`src/rtl/mm_sequencer.sv`:
```
// mm_sequencer: streams A/B operands into a thread grid, starts the dot products and reads back C.
// Define MM_SEQUENCER_TIMEOUT_EN to add a watchdog that abandons a job stuck in WAIT.
module mm_sequencer #(
  parameter int MAX_DIM        = 8,
  parameter int TIMEOUT_CYCLES = 4096
) (
  input  logic        clk,
  input  logic        reset_n,
  input  logic        cfg_valid,
  input  logic [3:0]  a1,
  input  logic [3:0]  a2,
  input  logic [3:0]  a3,
  input  logic        in_valid,
  output logic        in_ready,
  input  logic [31:0] in_data,
  output logic [3:0]  row,
  output logic [3:0]  col,
  output logic        readA,
  output logic        readB,
  output logic [31:0] Din,
  output logic        start_mm,
  output logic        ack_ticks,
  input  logic        all_finished,
  output logic [3:0]  res_row,
  output logic [3:0]  res_col,
  input  logic [31:0] acc_in,
  output logic        res_valid,
  input  logic        res_ready,
  output logic [31:0] res_data,
  output logic        busy,
  output logic        done,
  output logic        cfg_err
);

  typedef enum logic [2:0] {
    IDLE, LOAD_A, LOAD_B, START, WAIT, READOUT, ACK
  } state_t;

  localparam logic [4:0] MAX_DIM_W = 5'(MAX_DIM);

  state_t      state_reg, state_next;
  logic [3:0]  a1m_reg, a2m_reg, a3m_reg;
  logic [3:0]  ld_row_reg, ld_col_reg;
  logic [3:0]  row_reg, col_reg;
  logic [31:0] din_reg;
  logic        read_a_reg, read_b_reg;
  logic [3:0]  res_row_reg, res_col_reg;
  logic        cfg_err_reg, abort_reg, wait_seen_reg;

  logic        cfg_bad, beat, res_fire, timeout_hit;
  logic [3:0]  ld_row_max, ld_col_max;
  logic        ld_row_last, ld_col_last, res_row_last, res_col_last;

  assign cfg_bad = (a1 == 4'd0) || (a2 == 4'd0) || (a3 == 4'd0) ||
                   ({1'b0, a1} > MAX_DIM_W) || ({1'b0, a2} > MAX_DIM_W) ||
                   ({1'b0, a3} > MAX_DIM_W);

  assign in_ready  = (state_reg == LOAD_A) || (state_reg == LOAD_B);
  assign beat      = in_valid && in_ready;
  assign res_valid = (state_reg == READOUT);
  assign res_fire  = res_valid && res_ready;
  assign res_data  = acc_in;
  assign start_mm  = (state_reg == START);
  assign ack_ticks = (state_reg == ACK);
  assign done      = (state_reg == ACK) && !abort_reg;
  assign busy      = (state_reg != IDLE);
  assign cfg_err   = cfg_err_reg;
  assign row       = row_reg;
  assign col       = col_reg;
  assign Din       = din_reg;
  assign readA     = read_a_reg;
  assign readB     = read_b_reg;
  assign res_row   = res_row_reg;
  assign res_col   = res_col_reg;

  // A is walked as a1 x a2, B as a2 x a3; the shared load counters switch limits by state.
  always_comb begin
    ld_row_max = a1m_reg;
    ld_col_max = a2m_reg;
    if (state_reg == LOAD_B) begin
      ld_row_max = a2m_reg;
      ld_col_max = a3m_reg;
    end
  end

  assign ld_row_last  = (ld_row_reg == ld_row_max);
  assign ld_col_last  = (ld_col_reg == ld_col_max);
  assign res_row_last = (res_row_reg == a1m_reg);
  assign res_col_last = (res_col_reg == a3m_reg);

`ifdef MM_SEQUENCER_TIMEOUT_EN
  localparam int TW = $clog2(TIMEOUT_CYCLES) + 1;
  logic [TW-1:0] wait_cnt_reg;

  always_ff @(posedge clk) begin
    if (!reset_n) begin
      wait_cnt_reg <= '0;
    end else if (state_reg == WAIT) begin
      wait_cnt_reg <= wait_cnt_reg + TW'(1);
    end else begin
      wait_cnt_reg <= '0;
    end
  end

  assign timeout_hit = (state_reg == WAIT) && !(wait_seen_reg && all_finished) &&
                       (wait_cnt_reg == TW'(TIMEOUT_CYCLES - 1));
`else
  assign timeout_hit = 1'b0;
`endif

  always_comb begin
    state_next = state_reg;
    case (state_reg)
      IDLE:    if (cfg_valid && !cfg_bad) state_next = LOAD_A;
      LOAD_A:  if (beat && ld_row_last && ld_col_last) state_next = LOAD_B;
      LOAD_B:  if (beat && ld_row_last && ld_col_last) state_next = START;
      START:   state_next = WAIT;
      // wait_seen_reg masks all_finished for the first WAIT cycle (stale flags from the previous job)
      WAIT: begin
        if (timeout_hit) state_next = ACK;
        else if (wait_seen_reg && all_finished) state_next = READOUT;
      end
      READOUT: if (res_fire && res_row_last && res_col_last) state_next = ACK;
      ACK:     state_next = IDLE;
      default: state_next = IDLE;
    endcase
  end

  always_ff @(posedge clk) begin
    if (!reset_n) begin
      state_reg     <= IDLE;
      a1m_reg       <= '0;
      a2m_reg       <= '0;
      a3m_reg       <= '0;
      ld_row_reg    <= '0;
      ld_col_reg    <= '0;
      row_reg       <= '0;
      col_reg       <= '0;
      din_reg       <= '0;
      read_a_reg    <= 1'b0;
      read_b_reg    <= 1'b0;
      res_row_reg   <= '0;
      res_col_reg   <= '0;
      cfg_err_reg   <= 1'b0;
      abort_reg     <= 1'b0;
      wait_seen_reg <= 1'b0;
    end else begin
      state_reg     <= state_next;
      cfg_err_reg   <= 1'b0;
      read_a_reg    <= 1'b0;
      read_b_reg    <= 1'b0;
      wait_seen_reg <= (state_reg == WAIT);

      if (state_reg == IDLE && cfg_valid) begin
        if (cfg_bad) begin
          cfg_err_reg <= 1'b1;
        end else begin
          a1m_reg     <= a1 - 4'd1;
          a2m_reg     <= a2 - 4'd1;
          a3m_reg     <= a3 - 4'd1;
          ld_row_reg  <= '0;
          ld_col_reg  <= '0;
          res_row_reg <= '0;
          res_col_reg <= '0;
          abort_reg   <= 1'b0;
        end
      end

      if (beat) begin
        row_reg    <= ld_row_reg;
        col_reg    <= ld_col_reg;
        din_reg    <= in_data;
        read_a_reg <= (state_reg == LOAD_A);
        read_b_reg <= (state_reg == LOAD_B);
        if (ld_col_last) begin
          ld_col_reg <= '0;
          ld_row_reg <= ld_row_last ? 4'd0 : ld_row_reg + 4'd1;
        end else begin
          ld_col_reg <= ld_col_reg + 4'd1;
        end
      end

      if (res_fire) begin
        if (res_col_last) begin
          res_col_reg <= '0;
          res_row_reg <= res_row_last ? 4'd0 : res_row_reg + 4'd1;
        end else begin
          res_col_reg <= res_col_reg + 4'd1;
        end
      end

      if (timeout_hit) begin
        cfg_err_reg <= 1'b1;
        abort_reg   <= 1'b1;
      end
    end
  end

endmodule

```
`config.mk`:
```
export PLATFORM = sky130hd
export DESIGN_NAME = mm_sequencer
export DESIGN_NICKNAME = d
export VERILOG_FILES = /design/src/rtl/mm_sequencer.sv
export SDC_FILE = /design/constraint.sdc
export NUM_CORES = 1
export LEC_CHECK = 0
export CORE_ASPECT_RATIO = 1.25
export CORE_MARGIN = 4
export CORE_UTILIZATION = 45
export DETAILED_ROUTE_END_ITERATION = 8
export PLACE_DENSITY = 0.86
export SETUP_SLACK_MARGIN = 0.2
export SYNTH_ARGS = -nofsm -noshare
export SYNTH_HDL_FRONTEND = slang
export SYNTH_SLANG_ARGS = --single-unit
```
`constraint.sdc`:
```
create_clock -name clk -period 6.7 [get_ports clk]
set_input_delay 1.34 -clock clk [delete_from_list [all_inputs] [get_ports clk]]
set_output_delay 1.34 -clock clk [all_outputs]
set_load 0.02 [all_outputs]
```
==> results of run 1 <==
## kinds of logic (layout without fill, tap and decap cells)
kind of cell	after synthesis	in the layout	synth area share (%)
AOI/OAI and AO/OA	95	95	15.88
muxes	4	4	1.086
adders and majority gates	7	7	2.375
and+or+nand+nor	190	190	24.33
buffers and inverters	74	140	11.33
DFF	75	75	40.72
xor gates and xnor gates	18	18	4.276
## worst max-delay path, cell delays in order
cell	delay (ns)
sky130_fd_sc_hd__clkdlybuf4s50_1	0.49
sky130_fd_sc_hd__inv_1	0.06
sky130_fd_sc_hd__ha_1	0.20
sky130_fd_sc_hd__nand2b_1	0.10
sky130_fd_sc_hd__xor2_1	0.25
sky130_fd_sc_hd__and4b_1	0.90
sky130_fd_sc_hd__nor2_1	0.21
sky130_fd_sc_hd__o21ai_0	0.28
sky130_fd_sc_hd__a21oi_1	0.11
## report_power, final
group,leakage (nW),total [mW],switching [mW],internal (mW)
combinational,0.950,0.146,0.0768,0.0695
sequential,0.606,0.471,0.0119,0.459
clock,0.0995,0.349,0.159,0.190
total,1.66,0.966,0.248,0.719
## how the worst max path moves through the flow
stage | slack, ns | to | cells past startpoint | startpoint
global route | 2.64 | res_row[2] | 9 | a2[0]
finish | 2.93 | res_row[2] | 9 | a2[0]
floorplan | 3.89 | res_data[0] | 1 | acc_in[0]
CTS | 2.95 | res_row[2] | 9 | a2[0]
detailed placement | 2.58 | res_row[2] | 9 | a2[0]
global placement | 2.82 | res_row[2] | 9 | a2[0]
## synth_stat cells, drive strengths merged, types with 3 or more instances
cell type and n:
buf 41, nor2 32, nor3 9, ha 7
a211oi 10, a31oi 5, o21ai 7, nand2 88
clkbuf 16, mux2i 4, nand3 10, or3 5
a21oi 52, inv 16, o211ai 3, xor2 4
xnor2 14, nand2b 17, dfxtp 75, and3 6
a311oi 4, nand4 7
## area by class of cell
class / instances / area, um2 / share of cell area, %
inverters: 17 / 63.81 / 1.351
well taps: 95 / 118.9 / 2.517
repair buffers: 108 / 1076 / 22.79
multi-input cells: 314 / 1768 / 37.44
flip-flops and latches: 75 / 1501 / 31.80
clock inverters: 2 / 35.03 / 0.7419
clock buffers: 13 / 158.9 / 3.365
## stage by stage
stage / hold slack [ns] / instances / area (um2) / total power [mW]
after floorplan: 0.4621 / 463 / 3687 / 0.5877
after global placement: 0.4410 / 609 / 4528 / 0.6235
after detailed placement: 0.4465 / 609 / 4528 / 0.6271
after CTS: 0.4568 / 624 / 4722 / 0.9759
after global routing: 0.4728 / 624 / 4722 / 1.008
final: 0.4534 / 624 / 4722 / 0.9664
## layer usage
metal | vias to the layer above | track usage, % | routed length (um)
li1 | 1675 | - | -
met1 | 1528 | 22.56 | 3600
met2 | 107 | 33.33 | 4830
met3 | 17 | 2.948 | 624
met4 | 0 | 10.53 | 223
met5 | - | 0 | 0
==> out/results.env, run 1 <==
RUN_STATUS='complete, no violations'
DRC=0
TOTAL_POWER_DENSITY_PER_CELL_AREA_nW_PER_UM2=204.7
SETUP_TOTAL_NEG_SLACK_NS=0
N_FILL_CELL=707
PLACE_HPWL_MM=6.730
LAYOUT_WORST_PATH_CYCLE_SHARE_PCT=56.34
SLEW_AT_THE_PIN_WITH_THE_WORST_MAX_SLEW_SLACK_NS=1.180
PLACE_CONGESTION=0.8708
SYNTH_ENABLE_FLOP_CELLS=0
SYNTH.AVG_CELL_AREA_UM2=7.964
TIMING.CLOCK.SKEW_NS=0.01276
POST_CTS.RESIZED_INSTANCES=0
PLACE_WORST_SETUP_SLACK_NS=2.582
GRT_OVERFLOW=0
WORST-R2R-CELL-COUNT=6
CP.REQUIRED_NS=6.88
WL_PER_CELL_UM=14.87
PLACEABLECOREAREA_UM2=7883
VIA_COUNT=3327
MIN-DELAY-START='Din[31]'
WORST_SETUP_PATH_END_KIND='flip-flop'
DIE_Y_UM=109.2
SYNTH.TOP_CELLS.BY_AREA='sky130_fd_sc_hd__dfxtp_1 (41%), sky130_fd_sc_hd__nand2_1 (9.0%), sky130_fd_sc_hd__buf_4 (7.1%)'
SYNTH-ASYNC-RESET-RATIO_PCT=0
TIMING.HOLD.WORST_ENDPOINT='Din[31]'
TIMING.CRITICAL_PATH.FANOUT_MAX=28
INITIALDRTVIOLATIONCOUNT=254
POSTROUTEANTENNANETS=0
LAYOUT_COMMONEST_CELL='sky130_fd_sc_hd__clkdlybuf4s50_1'
ROUTED_WIRE_LENGTH_MM=9.278
YS_SEQ_ELEMENTS=75
CTSHOLDBUFFERS=0
SYNTH_LARGEST_TYPE_AREA_FRACTION_PCT=40.72
HOLD-PATH-CELL-COUNT=2
DETAIL_ROUTE.FIRST_PASS.ITERATIONS=4
CELLLEAKAGEPOWER_nW=1.656
ANTENNA_FOUND_INITIAL=0
FIRST_GLOBAL_VIAS=3165
SYN_TO_FINAL_GROWTH_PCT=28.06
MAXSLEWVIOLCOUNT=0
REG2REG_SLACK_NS=3.95
PORT_BUFFERS=106
YOSYSUNIQUECELLTYPES=48
FINALWORSTPATHREQUIREDPERIOD_NS=3.775
INITIAL_CORE_UTIL_PCT=46.78
NUMBER_OF_INSTANCES_IN_THE_SYNTHESIZED_NETLIST=463
WORST_EP_ARRIVAL_TIME_NS=3.95
TIMING.RR.START='state_reg[1]'
CTS.SINKS=75
VIAS_PER_CELL=5.332
R2R_END='res_row[2]'
SETUP-VIOLATIONS-FINAL=0
CTS.CLK_SLEW.WORST_PATHS_NS=0.07
YS_DOMINANT_REG_CELL='sky130_fd_sc_hd__dfxtp_1'
ANTENNA_CELLS=0
FINAL_CELL_MIX='sky130_fd_sc_hd__clkdlybuf4s50_1 (106), sky130_fd_sc_hd__nand2_1 (88), sky130_fd_sc_hd__dfxtp_1 (75)'
TIMING.SETUP.CRITICAL_PATH_CLASS='in -> reg'
H_TREE_LVL_COUNT=3
DIE-AREA_UM2=9715
CLOCK-ROOT-BUFFER='sky130_fd_sc_hd__clkbuf_8'
SYNTH_AREA_UM2=3687
SYNTH_SEQUENTIAL_AREA_RATIO_PCT=40.72
MAX_SLEW_MARGIN_PCT=21.24
GRT_START_MAX_NET_PINS=72
LARGEST_REGISTER_FFS=32
MAXCAPVIOLCOUNT=0
TOTAL_I_O_PIN_COUNT=171
GLOBAL_ROUTE.USAGE.TOTAL_PCT=19.33
HOLD_PATH_CLASS='reg -> reg'
CTS_INSERTED_BUFFERS=9
YOSYSTOPAREACELL='sky130_fd_sc_hd__dfxtp_1'
PLACEMENT_ROWS=36
STARTPOINT_TYPE='input pin'
DIEWIDTH_UM=88.97
CTS_TREE='yes'
POST_ROUTE_CELLS_DRIVE_ABOVE_1_SHARE_PCT=3.592
CLOCK_LATENCY_NS=0.36
CLOCK_BUFFER_DEPTH=2
SYNTH_WARNINGS=0
RSZ0062_AT_GRT='no'
LAYOUT_SETUP_WS_NS=2.925
SYNTHESIZED_NET_COUNT=552
FINAL_CORE_UTILIZATION_PCT=59.90
VDD.IR_DROP.WORST_V=0.0001191
GRT_PASS1_WL_MM=14.72
POST-CTS-SETUP-BUFFERS=0
FINAL_NETS=614
ACHIEVABLE-FREQUENCY_MHz=264.9
FINALHOLDVIOLCOUNT=0
No activity file was read; power rests on OpenSTA's default activity.
==> run 2, diff against run 1 <==
--- a/config.mk
+++ b/config.mk
@@ -7,9 +7,9 @@
 export LEC_CHECK = 0
 export CORE_ASPECT_RATIO = 1.25
 export CORE_MARGIN = 4
-export CORE_UTILIZATION = 45
+export CORE_UTILIZATION = 42
 export DETAILED_ROUTE_END_ITERATION = 8
-export PLACE_DENSITY = 0.86
+export PLACE_DENSITY = 0.81
 export SETUP_SLACK_MARGIN = 0.2
 export SYNTH_ARGS = -nofsm -noshare
 export SYNTH_HDL_FRONTEND = slang
==> constraint.sdc (replaced) <==
create_clock -name clk -period 3.6 [get_ports clk]
set_input_delay 0.72 -clock clk [delete_from_list [all_inputs] [get_ports clk]]
set_output_delay 0.72 -clock clk [all_outputs]
set_load 0.02 [all_outputs]
==> run 2 against run 1 <==
Clock skew decreased by 0.0036 ns. Highest routed layer unchanged. Clock power increased by 140%. Sequential share of layout area decreased by 0.76 points. Largest power group unchanged.
==> out/results.env, run 2 (synthesis results as in run 1) <==
CTS.SINKS=75
RUN_STATUS='complete, no violations'
CRIT_START='state_reg[0]'
FINALWORSTPATHREQUIREDPERIOD_NS=2.777
SYN_TO_FINAL_GROWTH_PCT=31.22
DR.MAX_LAYER_USED='met4'
INITIALDRTVIOLATIONCOUNT=214
CTSHOLDBUFFERS=0
CP.REQUIRED_NS=2.88
LAYOUT_SETUP_WS_NS=0.8229
MET2_LENGTH_MM=4.677
WORST_SETUP_PATH_END_KIND='output port'
TIMING.SETUP.CRITICAL_PATH_CLASS='reg -> out'
GLOBAL_ROUTE.USAGE.TOTAL_PCT=17.93
MAXCAPVIOLCOUNT=0
GRT_OVERFLOW=0
FINAL_NETS=617
R2R_END='state_reg[0]'
ACHIEVABLE-FREQUENCY_MHz=360.1
POST_CTS.RESIZED_INSTANCES=0
STARTPOINT_TYPE='flip-flop'
MAXSLEWVIOLCOUNT=0
FINAL_AREA_UM2=4838
PLACE_HPWL_MM=6.720
POST_ROUTE_CELLS_DRIVE_ABOVE_1_SHARE_PCT=4.690
INITIAL_CORE_UTIL_PCT=44.00
POST-CTS-SETUP-BUFFERS=0
WORST-R2R-CELL-COUNT=6
CTS_TREE='yes'
TIMING.CLOCK.SKEW_NS=0.009200
DETAIL_ROUTE.FIRST_PASS.ITERATIONS=5
DIE_Y_UM=112.8
SETUP-VIOLATIONS-FINAL=0
DIEWIDTH_UM=91.81
SETUP_TOTAL_NEG_SLACK_NS=0
PLACE_WORST_SETUP_SLACK_NS=0.5746
FIRST_GLOBAL_VIAS=3197
VIA_COUNT=3365
WORST_EP_ARRIVAL_TIME_NS=2.06
PLACE_CONGESTION=0.8165
PLACEMENT_ROWS=37
CLOCK-ROOT-BUFFER='sky130_fd_sc_hd__clkbuf_8'
CLOCK_BUFFER_DEPTH=2
CLOCK_LATENCY_NS=0.35
CTS_INSERTED_BUFFERS=9
PORT_BUFFERS=106
DRC=0
LAYOUT_COMMONEST_CELL='sky130_fd_sc_hd__clkdlybuf4s50_1'
N_FILL_CELL=781
H_TREE_LVL_COUNT=3
TOTAL_POWER_DENSITY_PER_CELL_AREA_nW_PER_UM2=408.5
TIMING.CRITICAL_PATH.FANOUT_MAX=11
CTS.CLK_SLEW.WORST_PATHS_NS=0.08
POSTROUTEANTENNANETS=0
LAYOUT_WORST_PATH_CYCLE_SHARE_PCT=77.14
DPL_CELL_AREA_UM2=4578
TOTAL_I_O_PIN_COUNT=171
AREA_OF_THE_MULTI_INPUT_GATES_UM2=1768
CELLLEAKAGEPOWER_nW=1.704
WL_PER_CELL_UM=14.19
CRIT_END='in_ready'
PLACEABLECOREAREA_UM2=8379
REG2REG_SLACK_NS=0.87
WL_MET1_MM=3.791
GRT_START_MAX_NET_PINS=47
FINALHOLDVIOLCOUNT=0
LARGEST_REGISTER_FFS=32
TIMING.RR.START='state_reg[1]'
SLEW_AT_THE_PIN_WITH_THE_WORST_MAX_SLEW_SLACK_NS=0.7470
ROUTE.MET3.WL_UM=526
HOLD_PATH_CLASS='reg -> reg'
FINAL_CELL_MIX='sky130_fd_sc_hd__clkdlybuf4s50_1 (106), sky130_fd_sc_hd__nand2_1 (88), sky130_fd_sc_hd__dfxtp_1 (75)'
ROUTED_WIRE_LENGTH_MM=9.225
VDD.IR_DROP.WORST_V=0.0002080
GRT_PASS1_WL_MM=15.30
REGAREA_UM2=1501
ANTENNA_FOUND_INITIAL=0
RSZ0062_AT_GRT='no'
ANTENNA_CELLS=0
VIAS_PER_CELL=5.177
MAX_SLEW_MARGIN_PCT=50.08
DIE-AREA_UM2=10350
run 2: per-stage QoR:
stage / power [mW] / utilization, % / hold WS [ns] / instances
3_5_place_dp: 1.168 / 54.64 / 0.4455 / 634
5_1_grt: 2.057 / 57.74 / 0.4690 / 650
4_1_cts: 1.989 / 57.74 / 0.4563 / 650
2_1_floorplan: 1.094 / - / 0.4621 / 463
3_3_place_gp: 1.161 / 54.64 / 0.4412 / 634
6_report: 1.976 / 57.74 / 0.4535 / 650
run 2: layer usage:
layer  vias to the layer above  global-route usage, %
met5                         -                      0
li1                       1688                      -
met3                        26                  3.989
met4                         0                  8.424
met1                      1547                  20.68
met2                       104                  31.40
run 2: power by group:
| part | switching [mW] | internal, mW |
|---|---|---|
| Sequential | 0.0223 | 0.854 |
| Combinational | 0.142 | 0.131 |
| Clock | 0.311 | 0.516 |
run 2: worst max-delay path: stages, from the launching register on:
cell and delay (ns):
sky130_fd_sc_hd__dfxtp_1 0.56, sky130_fd_sc_hd__nand2b_1 0.20, sky130_fd_sc_hd__a21oi_1 0.26, sky130_fd_sc_hd__clkdlybuf4s50_1 0.68
run 2: layout make-up:
class | count | area share [%]
Multi-Input combinational cell | 314 | 36.54
Sequential cell | 75 | 31.03
Timing Repair Buffer | 111 | 22.70
Clock buffer | 12 | 3.413
Tap cell | 117 | 3.026
Clock inverter | 4 | 1.965
Inverter | 17 | 1.319
run 2: worst min-delay path by stage:
stage / end / depth (start not counted) / slack (ns) / startpoint
3_5_place_dp: Din[31] / 2 / 0.45 / Din[31]
4_1_cts: Din[5] / 2 / 0.46 / Din[5]
6_report: Din[31] / 2 / 0.45 / Din[31]
3_3_place_gp: Din[26] / 2 / 0.44 / Din[26]
5_1_grt: Din[6] / 2 / 0.47 / Din[6]
2_1_floorplan: col[0] / 2 / 0.46 / ld_col_reg[0]
==> run 3, diff against run 2 <==
--- a/config.mk
+++ b/config.mk
@@ -7,9 +7,9 @@
 export LEC_CHECK = 0
 export CORE_ASPECT_RATIO = 1.25
 export CORE_MARGIN = 4
-export CORE_UTILIZATION = 42
+export CORE_UTILIZATION = 38
 export DETAILED_ROUTE_END_ITERATION = 8
-export PLACE_DENSITY = 0.81
+export PLACE_DENSITY = 0.78
 export SETUP_SLACK_MARGIN = 0.2
 export SYNTH_ARGS = -nofsm -noshare
 export SYNTH_HDL_FRONTEND = slang
==> constraint.sdc (replaced) <==
create_clock -name clk -period 2.37 [get_ports clk]
set_input_delay 0.474 -clock clk [delete_from_list [all_inputs] [get_ports clk]]
set_output_delay 0.474 -clock clk [all_outputs]
set_load 0.02 [all_outputs]
==> run 3 against run 2 <==
Core utilization shrank 1.8 points. Critical path depth up 3. Count of clock-buffer cells in the layout down 1. Via count increased by 2.7%. Cell count up 4.2%. Sequential share of layout area is 2.2 points lower. Clock skew is 0.00066 ns lower. Register-to-register slack worse by 0.76 ns. Combinational power up 82%. Worst setup slack worse by 0.71 ns. Total power rose by 68%. Largest cell class unchanged. Largest power group is now the clock network.
==> out/results.env, run 3 (synthesis results as in run 1) <==
RUN_STATUS='complete, no violations'
VIA_COUNT=3455
FINAL_AREA_UM2=5216
REG2REG_SLACK_NS=0.11
FINALWORSTPATHREQUIREDPERIOD_NS=2.260
DIE-AREA_UM2=11350
VDD.IR_DROP.WORST_V=0.0003653
WORST-R2R-CELL-COUNT=6
MAX_SLEW_MARGIN_PCT=72.34
POSTROUTEANTENNANETS=0
INITIALDRTVIOLATIONCOUNT=220
PORT_BUFFERS=106
DIEWIDTH_UM=96.11
LARGEST_REGISTER_FFS=32
TOTAL_POWER_DENSITY_PER_CELL_AREA_nW_PER_UM2=636.9
ACHIEVABLE-FREQUENCY_MHz=442.4
GRT_PASS1_WL_MM=14.86
VIAS_PER_CELL=5.103
HOLD_PATH_CLASS='reg -> reg'
DRC=0
TIMING.HOLD.WS_NS=0.4511
MIN-DELAY-START='Din[31]'
TOTAL_I_O_PIN_COUNT=171
FIN_CELLS=677
CTS.CLK_SLEW.WORST_PATHS_NS=0.06
TOTAL_POWER_mW=3.322
PLACE_CONGESTION=0.8385
SLOWEST_DELAY_NS=0.53
SYN_TO_FINAL_GROWTH_PCT=41.47
DETAIL_ROUTE.FIRST_PASS.ITERATIONS=4
ANTENNA_FOUND_INITIAL=0
TIMING.RR.START='state_reg[0]'
LAYOUT_SETUP_WS_NS=0.1096
SLEW_AT_THE_PIN_WITH_THE_WORST_MAX_SLEW_SLACK_NS=0.4044
CTSHOLDBUFFERS=0
ANTENNA_CELLS=0
FINAL_CORE_UTILIZATION_PCT=55.97
CELL_CHAIN_OF_THE_CRITICAL_PATH='or3b_4, mux2i_2, a221oi_2, nand3_2, or4_4, a31oi_4'
MAXSLEWVIOLCOUNT=0
FINALHOLDVIOLCOUNT=0
GRT_OVERFLOW=0
DPL_CELL_AREA_UM2=4723
SETUP-VIOLATIONS-FINAL=0
CTS_TREE='yes'
CLOCK_BUFFER_DEPTH=2
SETUP_TOTAL_NEG_SLACK_NS=0
CLOCK_LATENCY_NS=0.34
TIMING.CLOCK.SKEW_NS=0.008539
CTS.SINKS=75
R2R_END='state_reg[1]'
WORST_SETUP_PATH_END_KIND='flip-flop'
CP.REQUIRED_NS=2.63
FINAL_CELL_MIX='sky130_fd_sc_hd__clkdlybuf4s50_1 (100), sky130_fd_sc_hd__nand2_1 (88), sky130_fd_sc_hd__dfxtp_1 (74)'
CELLLEAKAGEPOWER_nW=1.899
TIMING.SETUP.CRITICAL_PATH_CLASS='reg -> reg'
DIE_Y_UM=118.1
HOLD-PATH-CELL-COUNT=2
TIMING.HOLD.WORST_ENDPOINT='Din[31]'
RSZ0062_AT_GRT='yes'
H_TREE_LVL_COUNT=3
PLACED_CELLS_INCL_TAPS=655
PLACE_HPWL_MM=7.146
LAYOUT_WORST_PATH_CYCLE_SHARE_PCT=95.38
TIMING.CRITICAL_PATH.FANOUT_MAX=5
GLOBAL_ROUTE.USAGE.TOTAL_PCT=16.56
PLACEABLECOREAREA_UM2=9320
GRT_START_MAX_NET_PINS=49
LAYOUT_COMMONEST_CELL='sky130_fd_sc_hd__clkdlybuf4s50_1'
ROUTED_WIRE_LENGTH_MM=9.722
FINAL_NETS=638
INITIAL_CORE_UTIL_PCT=39.56
CTS_INSERTED_BUFFERS=9
WL_PER_CELL_UM=14.36
PLACE_WORST_SETUP_SLACK_NS=-0.1280
MAXCAPVIOLCOUNT=0
POST_ROUTE_CELLS_DRIVE_ABOVE_1_SHARE_PCT=11.37
PLACEMENT_ROWS=39
FIRST_GLOBAL_VIAS=3122
STARTPOINT_TYPE='flip-flop'
CP_SLOWEST_CELL='sky130_fd_sc_hd__or4_4'
CLOCK-ROOT-BUFFER='sky130_fd_sc_hd__clkbuf_16'
WORST_EP_ARRIVAL_TIME_NS=2.52
[run 3: cell types whose count changed in the layout (fill, tap and decap cells not counted), moves of 3 or more]
cell,change
sky130_fd_sc_hd__clkbuf_8,-10
sky130_fd_sc_hd__dlygate4sd2_1,+4
sky130_fd_sc_hd__o21ai_0,-3
sky130_fd_sc_hd__clkbuf_16,+9
sky130_fd_sc_hd__buf_4,+17
sky130_fd_sc_hd__clkdlybuf4s50_1,-6
[run 3: final cells by class]
| cell class | count | area (um2) |
|---|---|---|
| Timing Repair Buffer | 132 | 1286 |
| Multi-Input combinational cell | 314 | 1882 |
| Sequential cell | 75 | 1503 |
| Clock buffer | 11 | 252.7 |
| Inverter | 17 | 63.81 |
| Clock inverter | 5 | 75.07 |
| Tap cell | 123 | 153.9 |
| Fill cell | 828 | 4104 |
[run 3: per-layer routing]
layer / GRT usage, % / up-vias / wire [um]
met5: 0 / - / 0
met4: 9.164 / 0 / 228
met3: 2.795 / 18 / 517
met2: 29.37 / 91 / 5151
met1: 18.08 / 1616 / 3825
li1: - / 1730 / -
[run 3: repair_timing]
item / 4_1_cts / 5_1_grt
hold endpoints to repair: 0 / 0
gates resized for setup: 8 / 26
pin swaps: 0 / 9
buffers inserted: 0 / 6
setup endpoints to repair: 11 / 24
[run 3: worst max-delay path by stage]
stage,end,start,depth (start not counted)
after floorplan,state_reg[0],state_reg[0],7
after global placement,state_reg[0],a2[0],9
after detailed placement,res_row[2],a3[0],10
after CTS,state_reg[0],state_reg[1],7
after global routing,ld_row_reg[0],state_reg[1],6
final,state_reg[1],state_reg[0],6
[run 3: where the power goes]
part	internal, mW	leakage [nW]	switching [mW]
Sequential	1.30	0.606	0.0280
Clock	0.973	0.165	0.526
Combinational	0.250	1.13	0.246
Total	2.52	1.90	0.800
[run 3: worst max-delay path, delay by kind of cell, from the launching register on]
family / cells / cell delay [ns]
flip-flops: 1 / 0.31
AO/OA/AOI/OAI: 2 / 0.57
AND/OR/NAND/NOR: 3 / 1.13
multiplexers: 1 / 0.17
